$ cat config.mk
export PLATFORM = sky130hd
export DESIGN_NAME = content_display_flat
export DESIGN_NICKNAME = d
export VERILOG_FILES = /design/src/rtl/content_display_pkg.sv /design/src/rtl/content_display_if.sv /design/src/rtl/hex7seg.sv /design/src/rtl/content_display.sv /design/src/flat_wrapper.sv
export SDC_FILE = /design/constraint.sdc
export NUM_CORES = 1
export LEC_CHECK = 0
export BUFFER_PORTS_ARGS = -buffer_cell sky130_fd_sc_hd__clkbuf_2
export CAP_MARGIN = 5
export CORE_MARGIN = 1
export CORE_UTILIZATION = 46
export CTS_BUF_LIST = sky130_fd_sc_hd__clkbuf_8 sky130_fd_sc_hd__clkbuf_16
export DETAILED_ROUTE_END_ITERATION = 8
export PLACE_DENSITY = 0.85
export SLEW_MARGIN = 5
export SYNTH_ARGS = -nofsm -noshare
export SYNTH_HDL_FRONTEND = slang
export SYNTH_HIERARCHICAL = 1
export SYNTH_SLANG_ARGS = --single-unit
$ cat constraint.sdc
create_clock -name clk -period 2.25 [get_ports clk]
set_input_delay 0.225 -clock clk [delete_from_list [all_inputs] [get_ports clk]]
set_output_delay 0.225 -clock clk [all_outputs]
set_load 0.02 [all_outputs]
$ cat src/rtl/content_display_pkg.sv
// Shared constants for the multiplexed eight-digit hex display.
// Includes the active-low seven-segment glyph table.
package content_display_pkg;

    localparam int         NUM_DIGITS = 8;
    localparam logic [7:0] SEG_OFF    = 8'hFF;
    localparam logic [7:0] AN_OFF     = 8'hFF;

    typedef logic [6:0] glyph_t;

    // Active-low, bit order g..a; letters A, b, C, d, E, F for 10..15.
    localparam glyph_t SEG_LUT [16] = '{
        7'h40, 7'h79, 7'h24, 7'h30, 7'h19, 7'h12, 7'h02, 7'h78,
        7'h00, 7'h10, 7'h08, 7'h03, 7'h46, 7'h21, 7'h06, 7'h0E
    };

endpackage

$ cat src/rtl/content_display_if.sv
// Content selection, candidate words and display drive signals of content_display.
interface content_display_if;

    logic [1:0]  sel;
    logic [31:0] data0;
    logic [31:0] data1;
    logic [31:0] data2;
    logic [31:0] data3;
    logic [7:0]  an;
    logic [7:0]  seg;
    logic [1:0]  shown_sel;

    modport master (
        output sel, data0, data1, data2, data3,
        input  an, seg, shown_sel
    );

    modport slave (
        input  sel, data0, data1, data2, data3,
        output an, seg, shown_sel
    );

endinterface

$ cat src/rtl/hex7seg.sv
// Combinational nibble to active-low seven-segment glyph decode.
module hex7seg
    import content_display_pkg::*;
(
    input  logic [3:0] nib,
    output logic [6:0] seg_n
);

    always_comb begin
        seg_n = SEG_LUT[nib];
    end

endmodule

$ cat src/rtl/content_display.sv
// Eight-digit multiplexed hex display with a frame buffer reloaded only at
// frame boundaries, a blanking guard at each slot start, and registered drives.
module content_display
    import content_display_pkg::*;
#(
    parameter int SCAN_DIV = 100000,
    parameter int GUARD    = 16
) (
    input  logic            clk,
    input  logic            rst_n,
    content_display_if.slave bus
);

    localparam int DIV_W = $clog2(SCAN_DIV);

    logic [DIV_W-1:0] div_q, div_d;
    logic [2:0]       idx_q, idx_d;
    logic             first_q, first_d;
    logic [31:0]      fbuf_q, fbuf_d;
    logic [1:0]       shown_sel_q, shown_sel_d;
    logic [7:0]       an_q, an_d;
    logic [7:0]       seg_q, seg_d;

    logic             div_wrap;
    logic             frame_start;
    logic [31:0]      sel_word;
    logic [3:0]       nib;
    logic [6:0]       glyph;

    hex7seg u_hex7seg (
        .nib   (nib),
        .seg_n (glyph)
    );

    always_comb begin
        div_wrap    = (div_q == DIV_W'(SCAN_DIV - 1));
        // first_q forces a buffer load on the first edge after reset release.
        frame_start = first_q | (div_wrap & (idx_q == 3'(NUM_DIGITS - 1)));

        unique case (bus.sel)
            2'd0:    sel_word = bus.data0;
            2'd1:    sel_word = bus.data1;
            2'd2:    sel_word = bus.data2;
            default: sel_word = bus.data3;
        endcase

        nib = fbuf_q[{idx_q, 2'b00} +: 4];
    end

    always_comb begin
        div_d       = div_wrap ? '0 : div_q + 1'b1;
        idx_d       = div_wrap ? idx_q + 1'b1 : idx_q;
        first_d     = 1'b0;
        fbuf_d      = frame_start ? sel_word : fbuf_q;
        shown_sel_d = frame_start ? bus.sel  : shown_sel_q;

        // Digit enables stay off for the first GUARD cycles of each slot.
        if (div_q < DIV_W'(GUARD)) begin
            an_d = AN_OFF;
        end else begin
            an_d = ~(8'b1 << idx_q);
        end

        seg_d = {({1'b0, shown_sel_q} != idx_q), glyph};
    end

    always_ff @(posedge clk or negedge rst_n) begin
        if (!rst_n) begin
            div_q       <= '0;
            idx_q       <= '0;
            first_q     <= 1'b1;
            fbuf_q      <= '0;
            shown_sel_q <= '0;
            an_q        <= AN_OFF;
            seg_q       <= SEG_OFF;
        end else begin
            div_q       <= div_d;
            idx_q       <= idx_d;
            first_q     <= first_d;
            fbuf_q      <= fbuf_d;
            shown_sel_q <= shown_sel_d;
            an_q        <= an_d;
            seg_q       <= seg_d;
        end
    end

    assign bus.an        = an_q;
    assign bus.seg       = seg_q;
    assign bus.shown_sel = shown_sel_q;

endmodule

$ cat src/flat_wrapper.sv
// flat-port wrapper written by rule: the top's interface ports become plain ports
module content_display_flat import content_display_pkg::*;
#(
    parameter int SCAN_DIV = 100000,
    parameter int GUARD    = 16
)
  (clk, rst_n, bus_sel, bus_data0, bus_data1, bus_data2, bus_data3, bus_an, bus_seg, bus_shown_sel);
  content_display_if bus_i ();
  input  logic clk;
  input  logic rst_n;
  input wire logic [$bits(bus_i.sel)-1:0] bus_sel;
  input wire logic [$bits(bus_i.data0)-1:0] bus_data0;
  input wire logic [$bits(bus_i.data1)-1:0] bus_data1;
  input wire logic [$bits(bus_i.data2)-1:0] bus_data2;
  input wire logic [$bits(bus_i.data3)-1:0] bus_data3;
  output wire logic [$bits(bus_i.an)-1:0] bus_an;
  output wire logic [$bits(bus_i.seg)-1:0] bus_seg;
  output wire logic [$bits(bus_i.shown_sel)-1:0] bus_shown_sel;
  assign bus_i.sel = bus_sel;
  assign bus_i.data0 = bus_data0;
  assign bus_i.data1 = bus_data1;
  assign bus_i.data2 = bus_data2;
  assign bus_i.data3 = bus_data3;
  assign bus_an = bus_i.an;
  assign bus_seg = bus_i.seg;
  assign bus_shown_sel = bus_i.shown_sel;
  content_display #(.SCAN_DIV(SCAN_DIV), .GUARD(GUARD)) u_core (.clk(clk), .rst_n(rst_n), .bus(bus_i));
endmodule
==> results.ini, run 1 <==
[status]
status = completed

[routing]
antenna_left = 0
firstDrtPassIters = 4
route.vias.total = 2988
via_per_inst = 5.35
drc_errors = 0
totalWireLength_um = 9030
drt_iter0_markers = 79
wire_per_inst_um = 16.2

[die]
design.core.area_sq_mm = 0.00876
die_x_um = 97.5
die_y_um = 97.5
ios = 150
dieArea_sq_mm = 0.00951
initial_core_util = 0.479
rows = 34

[yosys]
ys_seq_elements = 71
ys.flop_type = dfrtp_1
syn-num-nets = 437
synthArstFlopShare = 1.00
syn_inst = 291
netlist_area_sq_mm = 0.00420
synthDistinctLibCells = 39
yosysWarnings = 6
synth_edf_count = 0
yosysSeqAreaShare = 0.428
synth_area_per_cell_sq_um = 14.4

[clocking]
cts-root-buf = clkbuf_8
cts.sinks = 71
clockBufferDepth = 2
cts_tree = done
clock_latency_ps = 350
cts_buffers = 9
clk_pin_slew_ps = 80
cts_max_level = 3

[sta]
whs_ps = 315
finalCriticalPeriod_ps = 2110
tightestPinTransition_ps = 598
fin_ws_ps = 136
slew_violations = 0
setup_violations = 0
post-route-period-util = 0.940
slew-limit-headroom = 0.601
final_hold_viol_count = 0
skew_ps = 14.4
rsz0062_at_grt = no
fmax_mhz = 473
tns_ps = 0

[grt]
overflow = 0
grt_pass1_vias = 3189
grt_pass1_wl_um = 15200
antenna_found_initial = 0
grt_max_degree = 46
track_usage = 0.207

[worst_setup_path]
path_cells = buf_4 -> mux4_2 -> nand2_1 -> nand2_2 -> inv_2 -> ha_1 -> inv_1 -> mux4_1
critPathCaptureType = flip-flop
worstPathRequired_ps = 2500
worstPathArrival_ps = 2370
critPathKind = reg -> reg
cp_top_family = multiplexers
crit_buf_inv = 3
worstSetupStartpointType = flip-flop
crit_path_max_fanout = 5
slowest_delay_ps = 500
cp_slowest_cell = mux4_2

[job]
cap_violations = 0

[pwr]
powerDensity_mw_per_mm2 = 597
ir_worst_vdd_v = 0.000276
leakage_uw = 0.00253
total_power_uw = 3170

[worst_hold_path]
hp-class = in -> reg

[place]
hpwl_um = 7320
port_buffers = 149
post-place-ws_ps = 13.3
dp_cells = 541
gp_congestion = 0.876

[final_layout]
nets = 591
drive_above_1_share = 0.607
fill_cells = 703
fin_cells = 558
area_delta_synth_final_pct = 26.3
n_antenna_cell = 0

-- registers in the layout (all words and copies together), names as in the netlist --
| name | flops |
|---|---|
| u_core/fbuf_q | 32 |
| u_core/div_q | 17 |
| u_core/bus.an | 8 |
| u_core/bus.seg | 8 |
| u_core/idx_q | 3 |
| u_core/bus.shown_sel | 2 |
| u_core/first_q | 1 |
-- layer usage --
| metal | wire length, um | up-vias | global-route usage | part of all wire |
|---|---|---|---|---|
| met2 | 4740 | 116 | 0.362 | 0.53 |
| met3 | 518 | 12 | 0.0619 | 0.057 |
| met1 | 3670 | 1467 | 0.250 | 0.41 |
| met4 | 101 | 0 | 0.0532 | 0.011 |
| met5 | 0 | - | 0 | 0 |
| li1 | - | 1393 | - | - |
-- stage by stage --
step | cell area [sq um] | util
CTS | 5300 | 0.604
detailed placement | 5100 | 0.582
floorplan | 4200 | -
global route | 5300 | 0.605
finish | 5300 | 0.605
global placement | 5100 | 0.582
-- placed cells by master (no fill, tap or decap), drive strengths merged, types with 3 or more instances in the layout --
master and instances:
clkbuf 157, dfrtp 54, mux4 41, mux2 36, nand2 25, dfstp 17
ha 14, nor2 13, nand3 12, inv 11, buf 11, xnor2 10
xor2 6, nand4 4, mux2i 4, o21ai 3, a21oi 3, clkinv 3
nor4 3, and4 3
-- Yosys cell counts (2+ instances only) --
| cell | number | area share |
|---|---|---|
| dfrtp_1 | 54 | 0.32 |
| mux4_2 | 40 | 0.21 |
| mux2_4 | 31 | 0.11 |
| nand2_1 | 25 | 0.022 |
| dfstp_2 | 17 | 0.11 |
| ha_1 | 14 | 0.042 |
| nor2_1 | 13 | 0.012 |
| nand3_1 | 11 | 0.013 |
| xnor2_1 | 10 | 0.021 |
| inv_1 | 8 | 0.0072 |
| clkbuf_1 | 7 | 0.0063 |
| buf_2 | 6 | 0.0072 |
| xor2_1 | 6 | 0.013 |
| mux2_2 | 5 | 0.013 |
| buf_6 | 4 | 0.011 |
| mux2i_1 | 4 | 0.0095 |
| nand4_1 | 4 | 0.0060 |
| a21oi_1 | 3 | 0.0036 |
| o21ai_0 | 3 | 0.0036 |
| and2_1 | 2 | 0.0030 |
| and4_1 | 2 | 0.0042 |
| nand2b_1 | 2 | 0.0030 |
| nor3_1 | 2 | 0.0024 |
| nor4_1 | 2 | 0.0030 |
| or3_1 | 2 | 0.0030 |
-- report_power, final --
part           total [uW]  switching, uW  internal, uW
sequential           1510           78.5          1430
clock                 938            444           494
combinational         725            300           425
total                3170            822          2350
-- final timing paths --
path,from,endpoint,slack [ps],depth (start not counted)
worst min register to register,u_core/div_q[0],u_core/div_q[0],490,1
min in group asynchronous,rst_n,u_core/div_q[11],420,2
worst max-delay path,u_core/idx_q[0],u_core/bus.seg[3],140,8
max in group asynchronous,rst_n,u_core/first_q,1140,3
worst min-delay path,bus_data3[6],u_core/fbuf_q[6],310,3
worst max register to register,u_core/idx_q[0],u_core/bus.seg[3],140,8
-- layout make-up --
cell class                      instances  area, sq um  area share
Sequential cell                        71         1800       0.339
Timing Repair Buffer                  160          885       0.167
Clock buffer                            9          124      0.0234
Multi-Input combinational cell        194         2270       0.428
Tap cell                              108          135      0.0255
Clock inverter                          7         57.6      0.0109
Inverter                                9         33.8     0.00637
-- logic make-up (layout without fill, tap and decap cells) --
group                    count (synthesis)  in the layout  share of synthesized area
other                                    1              1                   0.000893
adder cells (fa/ha/maj)                 14             14                     0.0417
multiplexers                            81             81                      0.355
buffers and inverters                   26            185                     0.0322
AO/OA/AOI/OAI                           11             11                     0.0218
XOR/XNOR                                16             16                     0.0334
AND/OR/NAND/NOR                         71             71                     0.0873
flip-flops                              71             71                      0.428
-- tightest hold or removal path, cell delays in order --
cell	delay, ps
clkbuf_2	70
mux4_2	210
mux2_4	130
-- repair_timing --
action	CTS	global route
resized for setup	1	4
setup endpoints to repair	1	2
buffers inserted	0	0
hold buffers	1	0
pin swaps	0	0
hold endpoints to repair	11	0
Power figures use the tool's default switching activity.
==> inputs of run 2 (changes only) <==
clock period = 1.7 ns   (was 2.25 ns; I/O delays follow)
==> run 2 against run 1 <==
The flow now finishes with violations (setup timing). Die area stayed put. Critical endpoint is now u_core/fbuf_q[21]. Cell count is 12% higher. Count of clock-buffer cells in the layout is the same. Worst hold slack got worse by 69 ps. Largest cell class unchanged. Combinational power grew 64%.
==> results.ini, run 2 (synthesized netlist as in run 1, its figures left out) <==
[status]
status = complete, but fails checks
violations = setup timing

[routing]
drt_iter0_markers = 134  ; +70%
route.vias.total = 3418  ; +14%
antenna_left = 0  ; unchanged
drc_errors = 0  ; unchanged
wire_per_inst_um = 19.0  ; +17%
via_per_inst = 5.49  ; +2.5%
firstDrtPassIters = 4  ; unchanged
totalWireLength_um = 11800  ; +31%

[place]
post-place-ws_ps = -326  ; -339 ps
hpwl_um = 8270  ; +13%
gp_congestion = 0.856  ; -2.2%
port_buffers = 149  ; unchanged
dpl_cell_area_sq_mm = 0.00550  ; +7.8%
dp_cells = 588  ; +8.7%

[worst_hold_path]
hp-class = in -> reg
worstHoldPathCells = 3  ; unchanged

[final_layout]
final_common_cell = clkbuf_2
seqCellArea_sq_mm = 0.00180  ; unchanged
most-common-layout-cells = clkbuf_2, buf_4, dfrtp_1
drive_above_1_share = 0.715  ; +0.108
fin_cells = 623  ; +12%
multi_input_area_sq_mm = 0.00242  ; +6.4%
largest_register = u_core/fbuf_q
largest_reg_flops = 32  ; unchanged
n_antenna_cell = 0  ; unchanged
fill_cells = 569  ; -19%
nets = 656  ; +11%
finalInstanceArea_sq_mm = 0.00610  ; +15%
top_regs = u_core/fbuf_q x32, u_core/div_q x17
area_delta_synth_final_pct = 45.4

[grt]
grt_pass1_wl_um = 18400  ; +21%
track_usage = 0.254  ; +0.0467
grt.met2_usage = 0.449  ; +0.0866
grt_util_met3 = 0.0691  ; +0.00719
grt_max_degree = 55  ; +20%
busiest_layer = met2
overflow = 0  ; unchanged
met1_usage = 0.292  ; +0.0417
antenna_found_initial = 0  ; unchanged
grt_pass1_vias = 3657  ; +15%

[worst_setup_path]
cp_slowest_cell = dfrtp_1
crit_path_max_fanout = 7  ; +2
cp_common_cell = ha_4
worstPathRequired_ps = 1950  ; -550 ps
critPathKind = reg -> reg
critPathCaptureType = flip-flop
worstSetupStartpointType = flip-flop
slowest_delay_ps = 430  ; -70 ps
rr_worst_depth = 7  ; -1
worstPathArrival_ps = 2300  ; -70 ps
path_cells = buf_4 -> ha_4 -> ha_4 -> a41oi_4 -> buf_12 -> bufbuf_16 -> mux2_4

[die]
initial_core_util = 0.479  ; unchanged
rows = 34  ; unchanged
design.core.area_sq_mm = 0.00876  ; unchanged
dieArea_sq_mm = 0.00951  ; unchanged
die_x_um = 97.5  ; unchanged
ios = 150  ; unchanged
die_y_um = 97.5  ; unchanged

[clocking]
clock_latency_ps = 370  ; +20 ps
cts_max_level = 3  ; unchanged
cts_tree = done
clk_pin_slew_ps = 90  ; about the same
clockBufferDepth = 2  ; unchanged
cts_buffers = 9  ; unchanged
cts-root-buf = clkbuf_8
cts.sinks = 71  ; unchanged

[sta]
setup_violations = 44  ; +44
rsz0062_at_grt = yes
slew_violations = 0  ; unchanged
finalCriticalPeriod_ps = 2050  ; -61.9 ps
skew_ps = 18.3  ; +3.88 ps
final_hold_viol_count = 0  ; unchanged
fin_ws_ps = -352  ; -488 ps
post-route-period-util = 1.21  ; +0.268
fmax_mhz = 487  ; +3.0%

[pwr]
total_power_uw = 4700  ; +48%
leakage_uw = 0.00291  ; +15%
powerDensity_mw_per_mm2 = 769  ; +29%
ir_worst_vdd_v = 0.000523  ; +89%

[job]
cap_violations = 0  ; unchanged

==> run 2: cell types whose count changed in the layout (fill, tap and decap cells not counted), moves of 4 or more <==
cell	before	now
buf_4	5	59
nand2_1	23	14
buf_6	1	6
ha_1	14	9
nand2_2	2	7
nand2_4	0	4
==> run 2: worst max-delay path, delay by kind of cell, from the launching register on <==
| kind | cells | cell delay, ps |
|---|---|---|
| AOI/OAI and AO/OA | 1 | 260 |
| adders and majority gates | 2 | 330 |
| muxes | 1 | 300 |
| DFF | 1 | 430 |
| buffers and inverters | 3 | 610 |
==> run 2: worst paths after layout <==
check | slack (ps) | from | to
min in group asynchronous | 260 | rst_n | u_core/div_q[15]
max | -350 | u_core/idx_q[0] | u_core/fbuf_q[21]
min reg2reg | 520 | u_core/fbuf_q[27] | u_core/fbuf_q[27]
max in group asynchronous | 760 | rst_n | u_core/bus.seg[4]
max reg2reg | -350 | u_core/idx_q[0] | u_core/fbuf_q[21]
min | 250 | bus_data3[14] | u_core/fbuf_q[14]
==> run 2: final cells by class <==
class,count,area share
clock inverters,7,0.0158
inverters,9,0.00636
well taps,108,0.0221
clock buffers,9,0.0203
repair buffers,225,0.245
flip-flops and latches,71,0.295
multi-input cells,194,0.396
==> run 2: routing by layer <==
metal / part of all wire / vias to the layer above
met5: 0 / -
li1: - / 1518
met1: 0.37 / 1692
met3: 0.061 / 39
met2: 0.53 / 169
met4: 0.040 / 0
==> run 2: power by group <==
part	leakage, uW	switching (uW)	internal, uW
logic	0.00197	475	716
clock network	0.000108	677	830
registers	0.000839	110	1890
total	0.00291	1260	3430
==> run 2: per-stage QoR <==
stage | utilization | setup TNS [ps] | hold slack (ps)
final | 0.696 | -11380 | 246
after global routing | 0.696 | -13340 | 247
after CTS | 0.680 | -8490 | 241
after detailed placement | 0.628 | -9630 | 116
after global placement | 0.628 | -7510 | 112
after floorplan | - | -2490 | -126
==> run 2: timing repair <==
| action | CTS | global route |
|---|---|---|
| hold buffers | 1 | 0 |
| buffers inserted | 10 | 9 |
| pin swaps | 5 | 7 |
| endpoints found under the hold margin | 6 | 0 |
| endpoints found under the setup margin | 45 | 46 |
| cloned | 3 | 0 |
| resized for setup | 16 | 24 |
